File: config.mk
export PLATFORM = sky130hd
export DESIGN_NAME = reg_wb_arbiter
export DESIGN_NICKNAME = d
export VERILOG_FILES = /design/src/rtl/reg_wb_pkg.sv /design/src/rtl/reg_wb_scoreboard.sv /design/src/rtl/reg_wb_arbiter.sv
export SDC_FILE = /design/constraint.sdc
export NUM_CORES = 1
export LEC_CHECK = 0
export CAP_MARGIN = 0
export CELL_PAD_IN_SITES_DETAIL_PLACEMENT = 2
export CELL_PAD_IN_SITES_GLOBAL_PLACEMENT = 2
export CORE_MARGIN = 1.5
export CORE_UTILIZATION = 33
export DETAILED_ROUTE_END_ITERATION = 16
export GPL_ROUTABILITY_DRIVEN = 0
export MAX_ROUTING_LAYER = met4
export PLACE_DENSITY = 0.94
export SLEW_MARGIN = 20
export SYNTH_ARGS = -nofsm -noshare
export SYNTH_HDL_FRONTEND = slang
export SYNTH_SLANG_ARGS = --single-unit
File: constraint.sdc
create_clock -name clk -period 3.7 [get_ports clk]
set_input_delay 0.74 -clock clk [delete_from_list [all_inputs] [get_ports clk]]
set_output_delay 0.74 -clock clk [all_outputs]
set_load 0.01 [all_outputs]
File: src/rtl/reg_wb_pkg.sv
// Shared types and constants for the register-file writeback arbiter.
package reg_wb_pkg;

  localparam int unsigned REG_ADDR_W = 5;
  localparam int unsigned REG_COUNT  = 32;
  localparam int unsigned STARVE_W   = 4;

  localparam logic [REG_ADDR_W-1:0] ZERO_REG = 5'd0;

  typedef enum logic [1:0] {
    GNT_NONE = 2'd0,
    GNT_ALU  = 2'd1,
    GNT_LD   = 2'd2
  } grant_t;

  function automatic logic is_zero_reg(input logic [REG_ADDR_W-1:0] addr);
    return addr == ZERO_REG;
  endfunction

endpackage

File: src/rtl/reg_wb_scoreboard.sv
// Outstanding-load scoreboard: one pending bit per architectural register,
// with three combinational lookup ports (two read ports plus the ALU destination).
module reg_wb_scoreboard
  import reg_wb_pkg::*;
(
  input  logic                  clk,
  input  logic                  reset_n,
  input  logic                  set_en_i,
  input  logic [REG_ADDR_W-1:0] set_addr_i,
  input  logic                  clr_en_i,
  input  logic [REG_ADDR_W-1:0] clr_addr_i,
  input  logic [REG_ADDR_W-1:0] look_a_i,
  input  logic [REG_ADDR_W-1:0] look_b_i,
  input  logic [REG_ADDR_W-1:0] look_c_i,
  output logic                  pend_a_c_o,
  output logic                  pend_b_c_o,
  output logic                  pend_c_c_o
);

  logic [REG_COUNT-1:0] pending_q;
  logic [REG_COUNT-1:0] pending_d;

  // Clear first so a same-cycle issue to the returning register stays pending.
  always_comb begin
    pending_d = pending_q;
    if (clr_en_i && !is_zero_reg(clr_addr_i)) begin
      pending_d[clr_addr_i] = 1'b0;
    end
    if (set_en_i && !is_zero_reg(set_addr_i)) begin
      pending_d[set_addr_i] = 1'b1;
    end
    pending_d[0] = 1'b0;
  end

  always_ff @(posedge clk or negedge reset_n) begin
    if (!reset_n) begin
      pending_q <= '0;
    end else begin
      pending_q <= pending_d;
    end
  end

  assign pend_a_c_o = pending_q[look_a_i];
  assign pend_b_c_o = pending_q[look_b_i];
  assign pend_c_c_o = pending_q[look_c_i];

endmodule

File: src/rtl/reg_wb_arbiter.sv
// Arbitrates the single register-file write port between ALU and load
// writebacks, with load starvation bound and WAW ordering against pending loads.
module reg_wb_arbiter
  import reg_wb_pkg::*;
#(
  parameter int unsigned MAX_WAIT   = 3,
  parameter int unsigned DATA_WIDTH = 32
) (
  input  logic                  clk,
  input  logic                  reset_n,
  input  logic                  alu_valid,
  input  logic [REG_ADDR_W-1:0] alu_addr,
  input  logic [DATA_WIDTH-1:0] alu_data,
  output logic                  alu_ready,
  input  logic                  ld_issue,
  input  logic [REG_ADDR_W-1:0] ld_issue_addr,
  input  logic                  ld_valid,
  input  logic [REG_ADDR_W-1:0] ld_addr,
  input  logic [DATA_WIDTH-1:0] ld_data,
  output logic                  ld_ready,
  input  logic [REG_ADDR_W-1:0] rd_addr_a,
  input  logic [REG_ADDR_W-1:0] rd_addr_b,
  output logic                  hazard_a,
  output logic                  hazard_b,
  output logic                  rf_write,
  output logic [REG_ADDR_W-1:0] rf_write_addr,
  output logic [DATA_WIDTH-1:0] rf_data_in
);

  localparam logic [STARVE_W-1:0] MAX_WAIT_C = STARVE_W'(MAX_WAIT);

  grant_t                grant_c;
  logic                  alu_blocked_c;
  logic                  pend_a_c;
  logic                  pend_b_c;
  logic                  pend_alu_c;

  logic [STARVE_W-1:0]   starve_cnt_q;
  logic [STARVE_W-1:0]   starve_cnt_d;
  logic                  rf_write_q;
  logic                  rf_write_d;
  logic [REG_ADDR_W-1:0] rf_write_addr_q;
  logic [REG_ADDR_W-1:0] rf_write_addr_d;
  logic [DATA_WIDTH-1:0] rf_data_in_q;
  logic [DATA_WIDTH-1:0] rf_data_in_d;

  reg_wb_scoreboard u_scoreboard (
    .clk        (clk),
    .reset_n    (reset_n),
    .set_en_i   (ld_issue),
    .set_addr_i (ld_issue_addr),
    .clr_en_i   (grant_c == GNT_LD),
    .clr_addr_i (ld_addr),
    .look_a_i   (rd_addr_a),
    .look_b_i   (rd_addr_b),
    .look_c_i   (alu_addr),
    .pend_a_c_o (pend_a_c),
    .pend_b_c_o (pend_b_c),
    .pend_c_c_o (pend_alu_c)
  );

  // ALU has priority unless it would overtake a pending load or the load has waited MAX_WAIT.
  always_comb begin
    grant_c       = GNT_NONE;
    alu_blocked_c = !is_zero_reg(alu_addr) && pend_alu_c;
    if (alu_valid && !alu_blocked_c) begin
      if (ld_valid && (starve_cnt_q == MAX_WAIT_C)) begin
        grant_c = GNT_LD;
      end else begin
        grant_c = GNT_ALU;
      end
    end else if (ld_valid) begin
      grant_c = GNT_LD;
    end
  end

  assign alu_ready = (grant_c == GNT_ALU);
  assign ld_ready  = (grant_c == GNT_LD);

  always_comb begin
    starve_cnt_d = '0;
    if (ld_valid && (grant_c != GNT_LD)) begin
      starve_cnt_d = (starve_cnt_q == MAX_WAIT_C) ? starve_cnt_q
                                                  : starve_cnt_q + STARVE_W'(1);
    end
  end

  // Address and data hold between grants; only the write strobe drops.
  always_comb begin
    rf_write_d      = 1'b0;
    rf_write_addr_d = rf_write_addr_q;
    rf_data_in_d    = rf_data_in_q;
    unique case (grant_c)
      GNT_ALU: begin
        rf_write_d      = !is_zero_reg(alu_addr);
        rf_write_addr_d = alu_addr;
        rf_data_in_d    = alu_data;
      end
      GNT_LD: begin
        rf_write_d      = !is_zero_reg(ld_addr);
        rf_write_addr_d = ld_addr;
        rf_data_in_d    = ld_data;
      end
      default: ;
    endcase
  end

  always_ff @(posedge clk or negedge reset_n) begin
    if (!reset_n) begin
      starve_cnt_q    <= '0;
      rf_write_q      <= 1'b0;
      rf_write_addr_q <= '0;
      rf_data_in_q    <= '0;
    end else begin
      starve_cnt_q    <= starve_cnt_d;
      rf_write_q      <= rf_write_d;
      rf_write_addr_q <= rf_write_addr_d;
      rf_data_in_q    <= rf_data_in_d;
    end
  end

  assign rf_write      = rf_write_q;
  assign rf_write_addr = rf_write_addr_q;
  assign rf_data_in    = rf_data_in_q;

  // A register being written this cycle is still stale for a same-cycle read.
  assign hazard_a = !is_zero_reg(rd_addr_a) &&
                    (pend_a_c || (rf_write_q && (rf_write_addr_q == rd_addr_a)));
  assign hazard_b = !is_zero_reg(rd_addr_b) &&
                    (pend_b_c || (rf_write_q && (rf_write_addr_q == rd_addr_b)));

endmodule

### Word-level counts from Yosys, hierarchy flattened

Index checks and enable logic that the tools add are counted.
Widths: inputs -> output; s select.

| cells by class | value |
|---|---|
| add/subtract/negate cells | 1 |
| order comparisons | 7 |
| equal/unequal tests | 7 |
| multiplexer cells | 20 |
| bitwise operators | 3 |
| reductions and logical operators | 26 |

Operators by type and width:

| kind | number |
|---|---|
| $mux 32 | 2 |
| $pmux 32 s2 | 1 |
| $and 32x32->32 | 1 |
| $not 32->32 | 1 |
| $or 32x32->32 | 1 |
| $lt 5x6->1 const B | 5 |
| $logic_not 5->1 | 5 |
| $bmux 1 s5 | 3 |
| $logic_and 1x1->1 | 12 |
| $demux 1 s5 | 2 |
| $eq 5x5->1 | 2 |
| $ge 5x1->1 const B | 2 |
| $pmux 5 s2 | 1 |
| $mux 4 | 2 |
| $logic_not 1->1 | 6 |
| $mux 2 | 3 |
| $mux 1 | 5 |
| $add 4x1->4 const B | 1 |
| $eq 4x2->1 const B | 1 |
| $ne 2x2->1 const B | 2 |
| $eq 2x1->1 const B | 1 |
| $eq 2x2->1 const B | 1 |
| $logic_or 1x1->1 | 2 |
| $pmux 1 s2 | 1 |
| $reduce_bool 2->1 | 1 |

| storage, ports and cells | value |
|---|---|
| register bits | 73 |
| input port bits | 94 |
| output and inout bits | 42 |
| word-level logic and storage cells | 69 |

### Depth between registers and ports, before layout

Gate-level depths: netlist (run 1).

| depth | value |
|---|---|
| depth in word-level cells | 11 |
| gate-level depth with buffers | 10 |
| depth with buffers taken out | 8 |

### By module

From an unflattened synthesis (run 1), not the netlist that was laid out.

| unflattened totals | value |
|---|---|
| cell total of the unflattened synthesis | 445 |
| area, all modules | 4365.4 um^2 |

By module, submodules not included:

| module | times used | cells each | area each (um^2) | sequential area each (um^2) |
|---|---|---|---|---|
| reg_wb_scoreboard | 1 | 235 | 2193.4 | 775.7 |
| reg_wb_arbiter | 1 | 210 | 2172.1 | 1051.0 |

### Least setup slack after synthesis (run 1)

No wires, ideal clock.

| timing | value |
|---|---|
| path type | input -> output |
| start point | input alu_addr[1] |
| end point | output ld_ready |
| data arrival time | 2319 ps |
| data required time | 2960 ps |
| slack | 641 ps |
| cell stages on the path | 9 |
| path buffers | 3 |
| cell sequence | buf_6 buf_8 mux2i_1 nor3b_1 a31oi_1 and3_4 a311oi_4 buf_6 and2_1 |

| between the ends | value |
|---|---|
| word-level cells in the longest chain between the ends | 7 |
| elaborated cells on any way between the ends | 9 |
| classes of those cells | eq/ne (1); mux (3); reduce/logical (5) |

Ends and longest elaborated chain:

| what | RTL line | RTL |
|---|---|---|
| start, declared | reg_wb_arbiter.sv:12 | `input logic [REG_ADDR_W-1:0] alu_addr,` |
| $bmux 1 s5 / $logic_not 5->1 (equally long branches) | reg_wb_scoreboard.sv:45, reg_wb_pkg.sv:17 |  |
| $mux 1 (implied by the code) / $logic_not 1->1 (equally long branches) | reg_wb_scoreboard.sv:45, reg_wb_arbiter.sv:65 |  |
| $logic_and 1x1->1 * | reg_wb_arbiter.sv:65 | `alu_blocked_c = !is_zero_reg(alu_addr) && pend_alu_c;` |
| $logic_not 1->1 * | reg_wb_arbiter.sv:66 | `if (alu_valid && !alu_blocked_c) begin` |
| $logic_and 1x1->1 * | reg_wb_arbiter.sv:66 |  |
| $mux 2 * | reg_wb_arbiter.sv:66 |  |
| $eq 2x2->1 * | reg_wb_arbiter.sv:78 | `assign ld_ready = (grant_c == GNT_LD);` |
| end, declared | reg_wb_arbiter.sv:20 | `output logic ld_ready,` |

Mark *: on every way between the ends. The rest lies on a longest branch, timed or not. The select of a mux whose other input is x is not followed.

### Worst setup path after layout (run 1)

| timing | value |
|---|---|
| start point | input alu_addr[0] |
| end point | output ld_ready |

Same word-level chain as after synthesis.

==> impl_results.rst, run 1 <==
.. list-table::
   :header-rows: 1

   * - Metric
     - Value
   * - Status
     - finished clean
   * - Normalized max-slew margin
     - 29.8%
   * - Total number of yosys warnings
     - 0
   * - Final number of max-transition violations
     - 0
   * - Number of antenna cells inserted
     - 0
   * - Most area-consuming cells after synthesis
     - sky130_fd_sc_hd__dfrtp_1 39%, sky130_fd_sc_hd__mux2_2 17%, sky130_fd_sc_hd__mux4_2 9.2%
   * - Count of buffers inserted at the top-level ports
     - 135
   * - Final setup violating endpoints
     - 0
   * - Clock insertion delay at the later pin of the skew report
     - roughly 350 ps
   * - Switching portion of total power
     - 33.4%
   * - Reported leakage power
     - 2.54 nW
   * - Arrival time of data at the critical path endpoint
     - around 2800 ps
   * - Root Buffer
     - sky130_fd_sc_hd__clkbuf_16
   * - Critical path's largest stage delay
     - 500 ps
   * - TritonCTS clock tree
     - yes
   * - Critical-path cell list
     - clkdlybuf4s50_1 -> buf_4 -> mux2i_1 -> nor3b_1 -> a311o_1 -> o21ai_2 -> a311oi_4 -> and2_4 -> clkdlybuf4s15_2
   * - Switch Pwr
     - 1.00 mW
   * - Average wire per standard cell
     - between 20 and 30 um
   * - Number of nets still failing antenna checks after routing
     - 0
   * - Max rail drop VDD
     - 239 uV
   * - Distinct cells, synth
     - 44
   * - Final wirelength
     - 19,300 um
   * - Antenna violations before repair
     - 0
   * - Boundary Pins
     - ~140
   * - Path type of the worst setup path
     - in2out
   * - Total track usage
     - 27.1%
   * - Final global-route overflow total
     - 0
   * - First-pass GRT wire length
     - between 20,000 and 30,000 um
   * - Vertical extent of the die
     - 122 um
   * - Avg Cell Area, Syn
     - 11.3 um2
   * - Sum of internal, switching and leakage power
     - roughly 3.0 mW
   * - Sequential Power Share
     - 39.1%
   * - Worst Hold Class
     - reg2reg
   * - Clock Skews
     - 17.2 ps
   * - Setup repair after global routing missed its margin
     - no
   * - CP max stage cell
     - sky130_fd_sc_hd__clkdlybuf4s50_1
   * - Logic pwr share
     - 32.8%
   * - Core area
     - 0.0138 mm2
   * - Fraction of synthesized cell area taken by the top area cell type
     - 39.2%
   * - Die footprint
     - 0.0149 mm2
   * - Filler Cells Inserted
     - 1,371
   * - Slew @ Worst Pin
     - 1050 ps
   * - Number of instances in the synthesized netlist
     - 411
   * - Most frequently used cell type in the post-synthesis netlist
     - sky130_fd_sc_hd__dfrtp_1
   * - Horiz. Die Dim
     - 122 um
   * - Prevailing post-synth register cell
     - sky130_fd_sc_hd__dfrtp_1
   * - Count of unresolved DRC violations after routing
     - 0
   * - Clock sinks
     - 73
   * - Tightest hold margin
     - 512 ps
   * - Total via count in the routed design
     - 4,286
   * - Count of routing violations after the opening detailed-route iteration
     - between 200 and 300
   * - First-pass iteration count of the detailed router
     - 5
   * - # nets final
     - 640
   * - Internal power consumption
     - 2.00 mW
   * - H-tree depth reported by CTS
     - 3
   * - Final hold viol count
     - 0
   * - Synthesis-to-layout area growth
     - 40.2%
   * - Number of buffers inserted for hold repair after clock tree synthesis
     - 0
   * - Number of enable-type register cells in the synthesized netlist
     - 0
   * - Proportion of layout cells with a drive suffix above 1
     - between 20% and 30%
   * - Initial core utilization
     - 33.7%
   * - Crit end category
     - primary output
   * - Worst Path Required
     - 2960 ps
   * - Power density over cell area
     - around 460 mW/mm2
   * - Clock-pin slew on the worst setup and hold paths
     - 60 ps
   * - Maximum clock rate
     - 0.280 GHz
   * - Vias in the first global route
     - 4,764
   * - CP max FO
     - 8
   * - Buffer depth of the longest clock path
     - 2
   * - Portion of the clock cycle consumed by the worst path in the final layout
     - 96.5%
   * - Share of the yosys chip area belonging to registers
     - 39.2%
   * - Asr flop ratio synth
     - 100%
   * - Flip-flop and latch count after synthesis
     - 73
   * - Vias per cell
     - 5.88
   * - Nets in the synthesized netlist
     - a little over 500
   * - Area of the mapped netlist
     - 0.00466 mm2
   * - Final critical-path required period
     - 3570 ps
   * - Startpoint type of the worst setup path
     - input port
   * - Largest area contributor in the synthesized netlist
     - sky130_fd_sc_hd__dfrtp_1
   * - Maxcap violations
     - 0
   * - Row count
     - 43
   * - Total clock buffers created by CTS
     - 9
   * - Pin count of the biggest net entering global routing
     - 69
   * - Clock share of power
     - 28.1%
   * - Dpl hpwl
     - 13,800 um
   * - Most frequent cells after synthesis
     - 73 x sky130_fd_sc_hd__dfrtp_1, 71 x sky130_fd_sc_hd__mux2_2, 65 x sky130_fd_sc_hd__a21oi_1, 31 x sky130_fd_sc_hd__a211oi_1, 22 x sky130_fd_sc_hd__clkbuf_1
power groups by stage:
stage / registers [mW] / clock network, mW / logic (mW)
after floorplan: 1.10 / 0 / 0.517
after global routing: 1.18 / 0.882 / 1.05
after detailed placement: 1.17 / 0 / 0.958
after global placement: 1.13 / 0 / 0.890
final: 1.17 / 0.843 / 0.984
after CTS: 1.16 / 0.858 / 0.986
path summary, 6_finish.rpt:
check / from / endpoint / slack [ps] / depth (start not counted)
max: alu_addr[0] / ld_ready / 130 / 9
min: starve_cnt_q[0] / starve_cnt_q[0] / 510 / 1
max reg2reg: starve_cnt_q[0] / rf_data_in[19] / 620 / 8
min reg2reg: starve_cnt_q[0] / starve_cnt_q[0] / 510 / 1
max in group asynchronous: reset_n / u_scoreboard.pending_q[27] / 2420 / 2
min in group asynchronous: reset_n / rf_data_in[4] / 540 / 1
cells in the final DEF, fill, tap and decap left out, drive strengths merged, types with 2 or more instances in the layout:
cell and n:
dlygate4sd2 6, nor3b 9, mux2i 10, nand3b 6, clkdlybuf4s50 124, nor2b 3, dlymetal6s2s 2, and3 6
nor4 2, o21ai 8, dfrtp 73, mux4 19, clkinv 2, nor4bb 2, nor3 2, clkinvlp 2
clkbuf 11, nand4 3, or4 2, xor2 5, or3b 2, a21oi 65, nand2 11, mux2 78
xnor2 7, nor2 9, a31oi 2, or3 2, buf 27, nand3 5, and3b 2, a211oi 31
critical path: cells and delay by family:
kind,cells,cell delay (ps)
and+or+nand+nor,2,280
buffers and inverters,3,920
AOI/OAI and AO/OA,3,650
muxes,1,250
metal layers:
metal	vias to the layer above	GRT usage (%)	share of wire (%)	wire length [um]
met5	-	-	0	0
met4	0	11.5	3.4	665
met3	51	3.93	5.8	1130
met2	176	46.1	52	10100
met1	2214	32.1	38	7390
li1	1845	-	-	-
final cells by class:
class	instances	area (um2)	share of cell area, %
Sequential cell	73	1830	27.9
Clock inverter	4	28.8	0.440
Inverter	1	3.75	0.0574
Clock buffer	11	253	3.87
Timing Repair Buffer	160	1570	24.0
Tap cell	180	225	3.44
Multi-Input combinational cell	300	2630	40.3
registers in the layout, indices dropped and copies added (netlist names):
| signal | flops |
|---|---|
| rf_write | 1 |
| rf_write_addr | 5 |
| u_scoreboard.pending_q | 31 |
| rf_data_in | 32 |
| starve_cnt_q | 4 |
logic make-up (layout without fill, tap and decap cells):
logic type | after synthesis | in the layout | share of synthesized area (%)
xor+xnor | 12 | 12 | 2.25
flops | 73 | 73 | 39.2
buf+inv | 38 | 176 | 4.75
fa+ha+maj | 1 | 1 | 0.268
simple gates | 68 | 68 | 8.85
mux | 107 | 107 | 30.2
compound gates | 112 | 112 | 14.6
repair_timing:
item | CTS | global route
pin swaps | 0 | 0
gates resized for setup | 15 | 5
buffers inserted | 4 | 0
setup endpoints to repair | 4 | 2
cloned | 0 | 0
stage by stage:
| step | instance area, um2 | std cells | setup WS (ps) | setup TNS, ps | util, % |
|---|---|---|---|---|---|
| finish | 6540 | 729 | 131 | 0 | 47.3 |
| global route | 6540 | 729 | 60.6 | 0 | 47.3 |
| CTS | 6530 | 729 | 4.73 | 0 | 47.2 |
| detailed placement | 6210 | 710 | -334 | -5420 | 44.9 |
| global placement | 6210 | 710 | -167 | -507 | 44.9 |
| floorplan | 4660 | 411 | 641 | 0 | - |
Note: power is estimated with default switching activity, not from simulation.
==> inputs of run 2 (changes only) <==
==> constraint.sdc (replaced) <==
create_clock -name clk -period 3.7 [get_ports clk]
set_input_delay 0.37 -clock clk [delete_from_list [all_inputs] [get_ports clk]]
set_output_delay 0.37 -clock clk [all_outputs]
set_load 0.01 [all_outputs]
==> run 2 against run 1 <==
Against the previous run:
- critical endpoint unchanged
- combinational power shrank 1%
- routed wire length shrank 1.6%
- clock skew is 9.3 ps lower
- global-route usage shrank 0.32 points
- largest power group unchanged
- total power rose by 1.5%
- worst setup slack improved by 120 ps
- die area is the same
- final area down 1.7%
- non-clock buffer count down 12
- clock-buffer cell count increased by 1
- register-to-register slack gained 300 ps
- cell count is 1.4% lower
==> impl_results.rst, run 2 (synthesis gave the netlist of run 1 again) <==
.. list-table::
   :header-rows: 1

   * - Metric
     - Value
   * - Average wire per standard cell
     - 26.4 um (was 26.5 um)
   * - Length in cells of the worst reg-to-reg path
     - 8 (unchanged)
   * - Worst Path Required
     - 3330 ps (was 2960 ps)
   * - Vias in the first global route
     - 4,756 (was 4,764)
   * - Power density over cell area
     - 474 mW/mm2 (was 459 mW/mm2)
   * - H-tree depth reported by CTS
     - 3 (unchanged)
   * - Switch Pwr
     - 1.00 mW (about the same)
   * - First-pass GRT wire length
     - 28,600 um (was 28,900 um)
   * - Antenna violations before repair
     - 1 (was 0)
   * - Dpl hpwl
     - 13,800 um (about the same)
   * - Area occupied by multi-input gates
     - 0.00262 mm2 (was 0.00263 mm2)
   * - Vias per cell
     - 5.88 (about the same)
   * - Proportion of layout cells with a drive suffix above 1
     - 23.2% (was 25.9%)
   * - Synthesis-to-layout area growth
     - 37.8% (was 40.2%)
   * - Final number of max-transition violations
     - 0 (unchanged)
   * - Initial core utilization
     - 33.7% (unchanged)
   * - Final setup violating endpoints
     - 0 (unchanged)
   * - Boundary Pins
     - 136 (unchanged)
   * - Final wirelength
     - 19,000 um (was 19,300 um)
   * - Horiz. Die Dim
     - 122 um (unchanged)
   * - Path type of the worst setup path
     - in2out (unchanged)
   * - Max reg flops
     - 32 (unchanged)
   * - Number of buffers inserted for hold repair after clock tree synthesis
     - 0 (unchanged)
   * - Internal power consumption
     - 2.04 mW (was 2.00 mW)
   * - Maxcap violations
     - 0 (unchanged)
   * - Final global-route overflow total
     - 0 (unchanged)
   * - Pin count of the biggest net entering global routing
     - 69 (unchanged)
   * - Total clock buffers created by CTS
     - 9 (unchanged)
   * - # nets final
     - 628 (was 640)
   * - Number of nets still failing antenna checks after routing
     - 0 (unchanged)
   * - First-pass iteration count of the detailed router
     - 4 (was 5)
   * - Flop-to-flop setup slack
     - 920 ps (was 620 ps)
   * - CP max FO
     - 9 (was 8)
   * - Reported leakage power
     - 2.45 nW (was 2.54 nW)
   * - Count of buffers inserted at the top-level ports
     - 135 (unchanged)
   * - Clock share of power
     - 29.9% (was 28.1%)
   * - Maximum clock rate
     - 0.290 GHz (was 0.280 GHz)
   * - Filler Cells Inserted
     - 1,384 (was 1,371)
   * - Portion of the clock cycle consumed by the worst path in the final layout
     - 93.1% (was 96.5%)
   * - Normalized max-slew margin
     - 29.5% (was 29.8%)
   * - Sequential Power Share
     - 38.3% (was 39.1%)
   * - Total track usage
     - 26.8% (was 27.1%)
   * - Crit end category
     - primary output (unchanged)
   * - Setup repair after global routing missed its margin
     - no (unchanged)
   * - Startpoint type of the worst setup path
     - input port (unchanged)
   * - Status
     - finished clean (unchanged)
   * - Buffer depth of the longest clock path
     - 2 (unchanged)
   * - Clock Skews
     - 7.92 ps (was 17.2 ps)
   * - Count of unresolved DRC violations after routing
     - 0 (unchanged)
   * - Arrival time of data at the critical path endpoint
     - 3080 ps (was 2830 ps)
   * - Buffers inserted during post-CTS setup optimization
     - 0 (was 4)
   * - Core area
     - 0.0138 mm2 (unchanged)
   * - Total via count in the routed design
     - 4,225 (was 4,286)
   * - Flip-flop and latch area
     - 0.00183 mm2 (unchanged)
   * - Count of cells resized by post-cts repair
     - 0 (was 15)
   * - Die footprint
     - 0.0149 mm2 (unchanged)
   * - Row count
     - 43 (unchanged)
   * - Sum of internal, switching and leakage power
     - 3.04 mW (was 3.00 mW)
   * - Worst flop-to-flop path endpoint
     - rf_data_in[29] (was rf_data_in[19])
   * - Max rail drop VDD
     - 208 uV (was 239 uV)
   * - Vertical extent of the die
     - 122 um (unchanged)
   * - Count of routing violations after the opening detailed-route iteration
     - 335 (was 288)
   * - Slew @ Worst Pin
     - 1050 ps (about the same)
   * - Clock sinks
     - 73 (unchanged)
   * - Clock-pin slew on the worst setup and hold paths
     - 60 ps (about the same)
   * - Switching portion of total power
     - 32.9% (was 33.4%)
   * - Most common library cell in the layout ignoring fill and taps
     - sky130_fd_sc_hd__clkdlybuf4s50_1 (unchanged)
   * - Root Buffer
     - sky130_fd_sc_hd__clkbuf_16 (unchanged)
   * - Worst Hold Class
     - in2async (was reg2reg)
   * - Top library cells by usage in the layout, fill and taps aside
     - 133 x sky130_fd_sc_hd__clkdlybuf4s50_1, 73 x sky130_fd_sc_hd__dfrtp_1, 71 x sky130_fd_sc_hd__mux2_2 (was 124 x sky130_fd_sc_hd__clkdlybuf4s50_1, 73 x sky130_fd_sc_hd__dfrtp_1, 71 x sky130_fd_sc_hd__mux2_2)
   * - Final hold viol count
     - 0 (unchanged)
   * - Clock insertion delay at the later pin of the skew report
     - 350 ps (about the same)
   * - TritonCTS clock tree
     - yes (unchanged)
   * - Reg-to-Reg Start
     - starve_cnt_q[0] (unchanged)
   * - Logic pwr share
     - 31.9% (was 32.8%)
   * - Final setup TNS
     - 0 ps (unchanged)
   * - Final critical-path required period
     - 3450 ps (was 3570 ps)
run 2: area by class of cell:
| cell class | count | area share [%] |
|---|---|---|
| tap | 180 | 3.50 |
| sequential | 73 | 28.4 |
| multi-input combinational | 300 | 40.8 |
| clock buffer | 12 | 3.83 |
| inverter | 1 | 0.0584 |
| antenna | 1 | 0.0389 |
| clock inverter | 4 | 0.798 |
| timing repair buffer | 148 | 22.6 |
run 2: through the flow:
stage	hold slack [ps]	worst slack, ps	cells	instance area, um2	utilization, %
2_1_floorplan	74.4	1380	411	4660	-
3_3_place_gp	464	407	702	6120	44.3
3_5_place_dp	502	281	702	6120	44.3
4_1_cts	198	243	718	6420	46.4
5_1_grt	242	117	719	6430	46.5
6_report	169	255	719	6430	46.5
run 2: worst max path at each step:
stage	to	slack, ps	start
detailed placement	ld_ready	280	alu_addr[1]
global placement	ld_ready	410	alu_addr[1]
floorplan	ld_ready	1380	alu_addr[1]
global route	ld_ready	120	alu_addr[1]
CTS	ld_ready	240	alu_addr[1]
finish	ld_ready	250	alu_addr[1]
run 2: worst max-delay path, cell delays in order:
cell	delay [ps]
sky130_fd_sc_hd__clkdlybuf4s50_1	640
sky130_fd_sc_hd__buf_4	250
sky130_fd_sc_hd__nor4bb_1	350
sky130_fd_sc_hd__nor4_1	110
sky130_fd_sc_hd__and3_4	190
sky130_fd_sc_hd__a311oi_4	390
sky130_fd_sc_hd__and2_1	190
sky130_fd_sc_hd__clkdlybuf4s50_1	570
run 2: layer usage:
layer | vias up | global-route usage (%) | wire [um]
li1 | 1823 | - | -
met1 | 2179 | 30.9 | 7320
met2 | 164 | 45.4 | 9960
met3 | 59 | 3.89 | 916
met4 | 0 | 13.8 | 801
met5 | - | - | 0
run 2: power by group through the flow:
stage / clock network [mW] / logic, mW / registers (mW)
final: 0.909 / 0.970 / 1.17
after global routing: 0.957 / 1.03 / 1.18
after CTS: 0.935 / 0.974 / 1.15
after detailed placement: 0 / 0.955 / 1.16
after global placement: 0 / 0.887 / 1.13
after floorplan: 0 / 0.517 / 1.10
==> inputs of run 3 (changes only) <==
Settings changed: CTS_BUF_LIST set to sky130_fd_sc_hd__clkbuf_4 sky130_fd_sc_hd__clkbuf_8, CTS_CLUSTER_SIZE set to 24.
==> run 3 against run 2 <==
Against the previous run:
- hold slack worse by 26 ps
- cell count down 0.14%
- clock-buffer cell count unchanged
- critical path type unchanged
- largest cell class unchanged
- highest routed layer unchanged
==> impl_results.rst, run 3 (synthesis gave the netlist of run 1 again) <==
.. list-table::
   :header-rows: 1

   * - Metric
     - Value
   * - Status
     - finished clean (unchanged)
   * - Pin count of the biggest net entering global routing
     - 69 (unchanged)
   * - Count of routing violations after the opening detailed-route iteration
     - 319 (was 335)
   * - H-tree depth reported by CTS
     - 3 (unchanged)
   * - Count of unresolved DRC violations after routing
     - 0 (unchanged)
   * - Sum of internal, switching and leakage power
     - 2.81 mW (was 3.04 mW)
   * - Arrival time of data at the critical path endpoint
     - 3070 ps (was 3080 ps)
   * - TritonCTS clock tree
     - yes (unchanged)
   * - Count of buffers inserted at the top-level ports
     - 135 (unchanged)
   * - CP max FO
     - 9 (unchanged)
   * - Area occupied by multi-input gates
     - 0.00262 mm2 (about the same)
   * - Flip-flop and latch area
     - 0.00183 mm2 (unchanged)
   * - Most common library cell in the layout ignoring fill and taps
     - sky130_fd_sc_hd__clkdlybuf4s50_1 (unchanged)
   * - Total via count in the routed design
     - 4,157 (was 4,225)
   * - Root Buffer
     - sky130_fd_sc_hd__clkbuf_8 (was sky130_fd_sc_hd__clkbuf_16)
   * - Top library cells by usage in the layout, fill and taps aside
     - 133 x sky130_fd_sc_hd__clkdlybuf4s50_1, 73 x sky130_fd_sc_hd__dfrtp_1, 71 x sky130_fd_sc_hd__mux2_2 (unchanged)
   * - Final critical-path required period
     - 3440 ps (was 3450 ps)
   * - Boundary Pins
     - 136 (unchanged)
   * - Buffer depth of the longest clock path
     - 2 (unchanged)
   * - Normalized max-slew margin
     - 27.7% (was 29.5%)
   * - Core area
     - 0.0138 mm2 (unchanged)
   * - Total track usage
     - 26.0% (was 26.8%)
   * - First-pass GRT wire length
     - 27,700 um (was 28,600 um)
   * - Maximum clock rate
     - 0.291 GHz (was 0.290 GHz)
   * - Final setup violating endpoints
     - 0 (unchanged)
   * - Average wire per standard cell
     - 25.6 um (was 26.4 um)
   * - Proportion of layout cells with a drive suffix above 1
     - 23.4% (was 23.2%)
   * - Dpl hpwl
     - 13,800 um (unchanged)
   * - Portion of the clock cycle consumed by the worst path in the final layout
     - 92.9% (was 93.1%)
   * - Row count
     - 43 (unchanged)
   * - Pre-CTS setup slack
     - 281 ps (unchanged)
   * - Startpoint type of the worst setup path
     - input port (unchanged)
   * - Filler Cells Inserted
     - 1,380 (was 1,384)
   * - Critical path's largest stage delay
     - 640 ps (about the same)
   * - Die footprint
     - 0.0149 mm2 (unchanged)
   * - Path type of the worst setup path
     - in2out (unchanged)
   * - # nets final
     - 628 (unchanged)
   * - Reported leakage power
     - 2.41 nW (was 2.45 nW)
   * - Worst Hold Class
     - in2async (unchanged)
   * - Max reg flops
     - 32 (unchanged)
   * - Maxcap violations
     - 0 (unchanged)
   * - Final global-route overflow total
     - 0 (unchanged)
   * - Synthesis-to-layout area growth
     - 35.6% (was 37.8%)
   * - Number of buffers inserted for hold repair after clock tree synthesis
     - 0 (unchanged)
   * - Worst Path Required
     - 3330 ps (about the same)
   * - Antenna violations before repair
     - 0 (was 1)
   * - Horiz. Die Dim
     - 122 um (unchanged)
   * - Power density over cell area
     - 444 mW/mm2 (was 474 mW/mm2)
   * - Buffers inserted during post-CTS setup optimization
     - 0 (unchanged)
   * - Critical-path cell list
     - clkdlybuf4s50_1 -> buf_4 -> mux2i_1 -> nor3b_1 -> a31oi_1 -> and3_4 -> a311oi_4 -> and2_1 -> clkdlybuf4s50_1 (was clkdlybuf4s50_1 -> buf_4 -> nor4bb_1 -> nor4_1 -> and3_4 -> a311oi_4 -> and2_1 -> clkdlybuf4s50_1)
   * - Buffer and inverter count on the worst path
     - 3 (unchanged)
   * - Final wirelength
     - 18,400 um (was 19,000 um)
   * - Most frequent CP cell
     - sky130_fd_sc_hd__clkdlybuf4s50_1 (unchanged)
   * - Final number of max-transition violations
     - 0 (unchanged)
   * - Count of cells resized by post-cts repair
     - 0 (unchanged)
   * - Total clock buffers created by CTS
     - 9 (unchanged)
   * - Clock-pin slew on the worst setup and hold paths
     - 90 ps (was 60 ps)
   * - Final hold viol count
     - 0 (unchanged)
   * - Number of nets still failing antenna checks after routing
     - 0 (unchanged)
   * - Worst Slack Setup Final
     - 262 ps (was 255 ps)
   * - Tightest hold margin
     - 143 ps (was 169 ps)
   * - CP max stage cell
     - sky130_fd_sc_hd__clkdlybuf4s50_1 (unchanged)
   * - Slew @ Worst Pin
     - 1080 ps (was 1050 ps)
   * - Crit end category
     - primary output (unchanged)
   * - Vias per cell
     - 5.79 (was 5.88)
   * - Final setup TNS
     - 0 ps (unchanged)
   * - Max rail drop VDD
     - 158 uV (was 208 uV)
   * - Clock Skews
     - 13.7 ps (was 7.92 ps)
   * - Worst path top cell family by delay
     - buffers and inverters (unchanged)
   * - Vias in the first global route
     - 4,655 (was 4,756)
   * - Vertical extent of the die
     - 122 um (unchanged)
   * - Number of antenna cells inserted
     - 0 (was 1)
   * - Setup repair after global routing missed its margin
     - no (unchanged)
   * - Initial core utilization
     - 33.7% (unchanged)
   * - Clock sinks
     - 73 (unchanged)
   * - First-pass iteration count of the detailed router
     - 4 (unchanged)
   * - Clock insertion delay at the later pin of the skew report
     - 380 ps (was 350 ps)
[run 3: layer usage]
metal / up-vias / share of wire [%] / global-route usage (%)
met5: - / 0 / -
met4: 0 / 2.6 / 10.4
met3: 39 / 4.4 / 3.32
met2: 128 / 54 / 45.1
met1: 2174 / 39 / 30.5
li1: 1816 / - / -
[run 3: power by group]
group          switching (mW)  internal (mW)  total, mW
clock                   0.342          0.347      0.689
sequential              0.208          0.955       1.16
combinational           0.412          0.544      0.956
[run 3: area by class of cell]
cell class	instances	area share (%)
clock buffers	12	2.41
well taps	180	3.56
multi-input cells	300	41.3
inverters	1	0.0593
clock inverters	4	0.811
repair buffers	148	22.9
flip-flops and latches	73	28.9
[run 3: worst paths after layout]
| kind | startpoint | to | slack, ps | depth (start not counted) |
|---|---|---|---|---|
| worst max-delay path | alu_addr[1] | ld_ready | 260 | 9 |
| worst min-delay path | reset_n | rf_data_in[12] | 140 | 1 |
| worst max register to register | starve_cnt_q[0] | rf_data_in[25] | 930 | 8 |
| worst min register to register | starve_cnt_q[0] | starve_cnt_q[0] | 520 | 1 |
| max in group asynchronous | reset_n | u_scoreboard.pending_q[19] | 2670 | 2 |
| min in group clk | starve_cnt_q[0] | starve_cnt_q[0] | 520 | 1 |
[run 3: through the flow]
step | area (um2) | instances | util, %
floorplan | 4660 | 411 | -
global placement | 6120 | 702 | 44.3
detailed placement | 6120 | 702 | 44.3
CTS | 6330 | 718 | 45.8
global route | 6330 | 718 | 45.8
finish | 6330 | 718 | 45.8
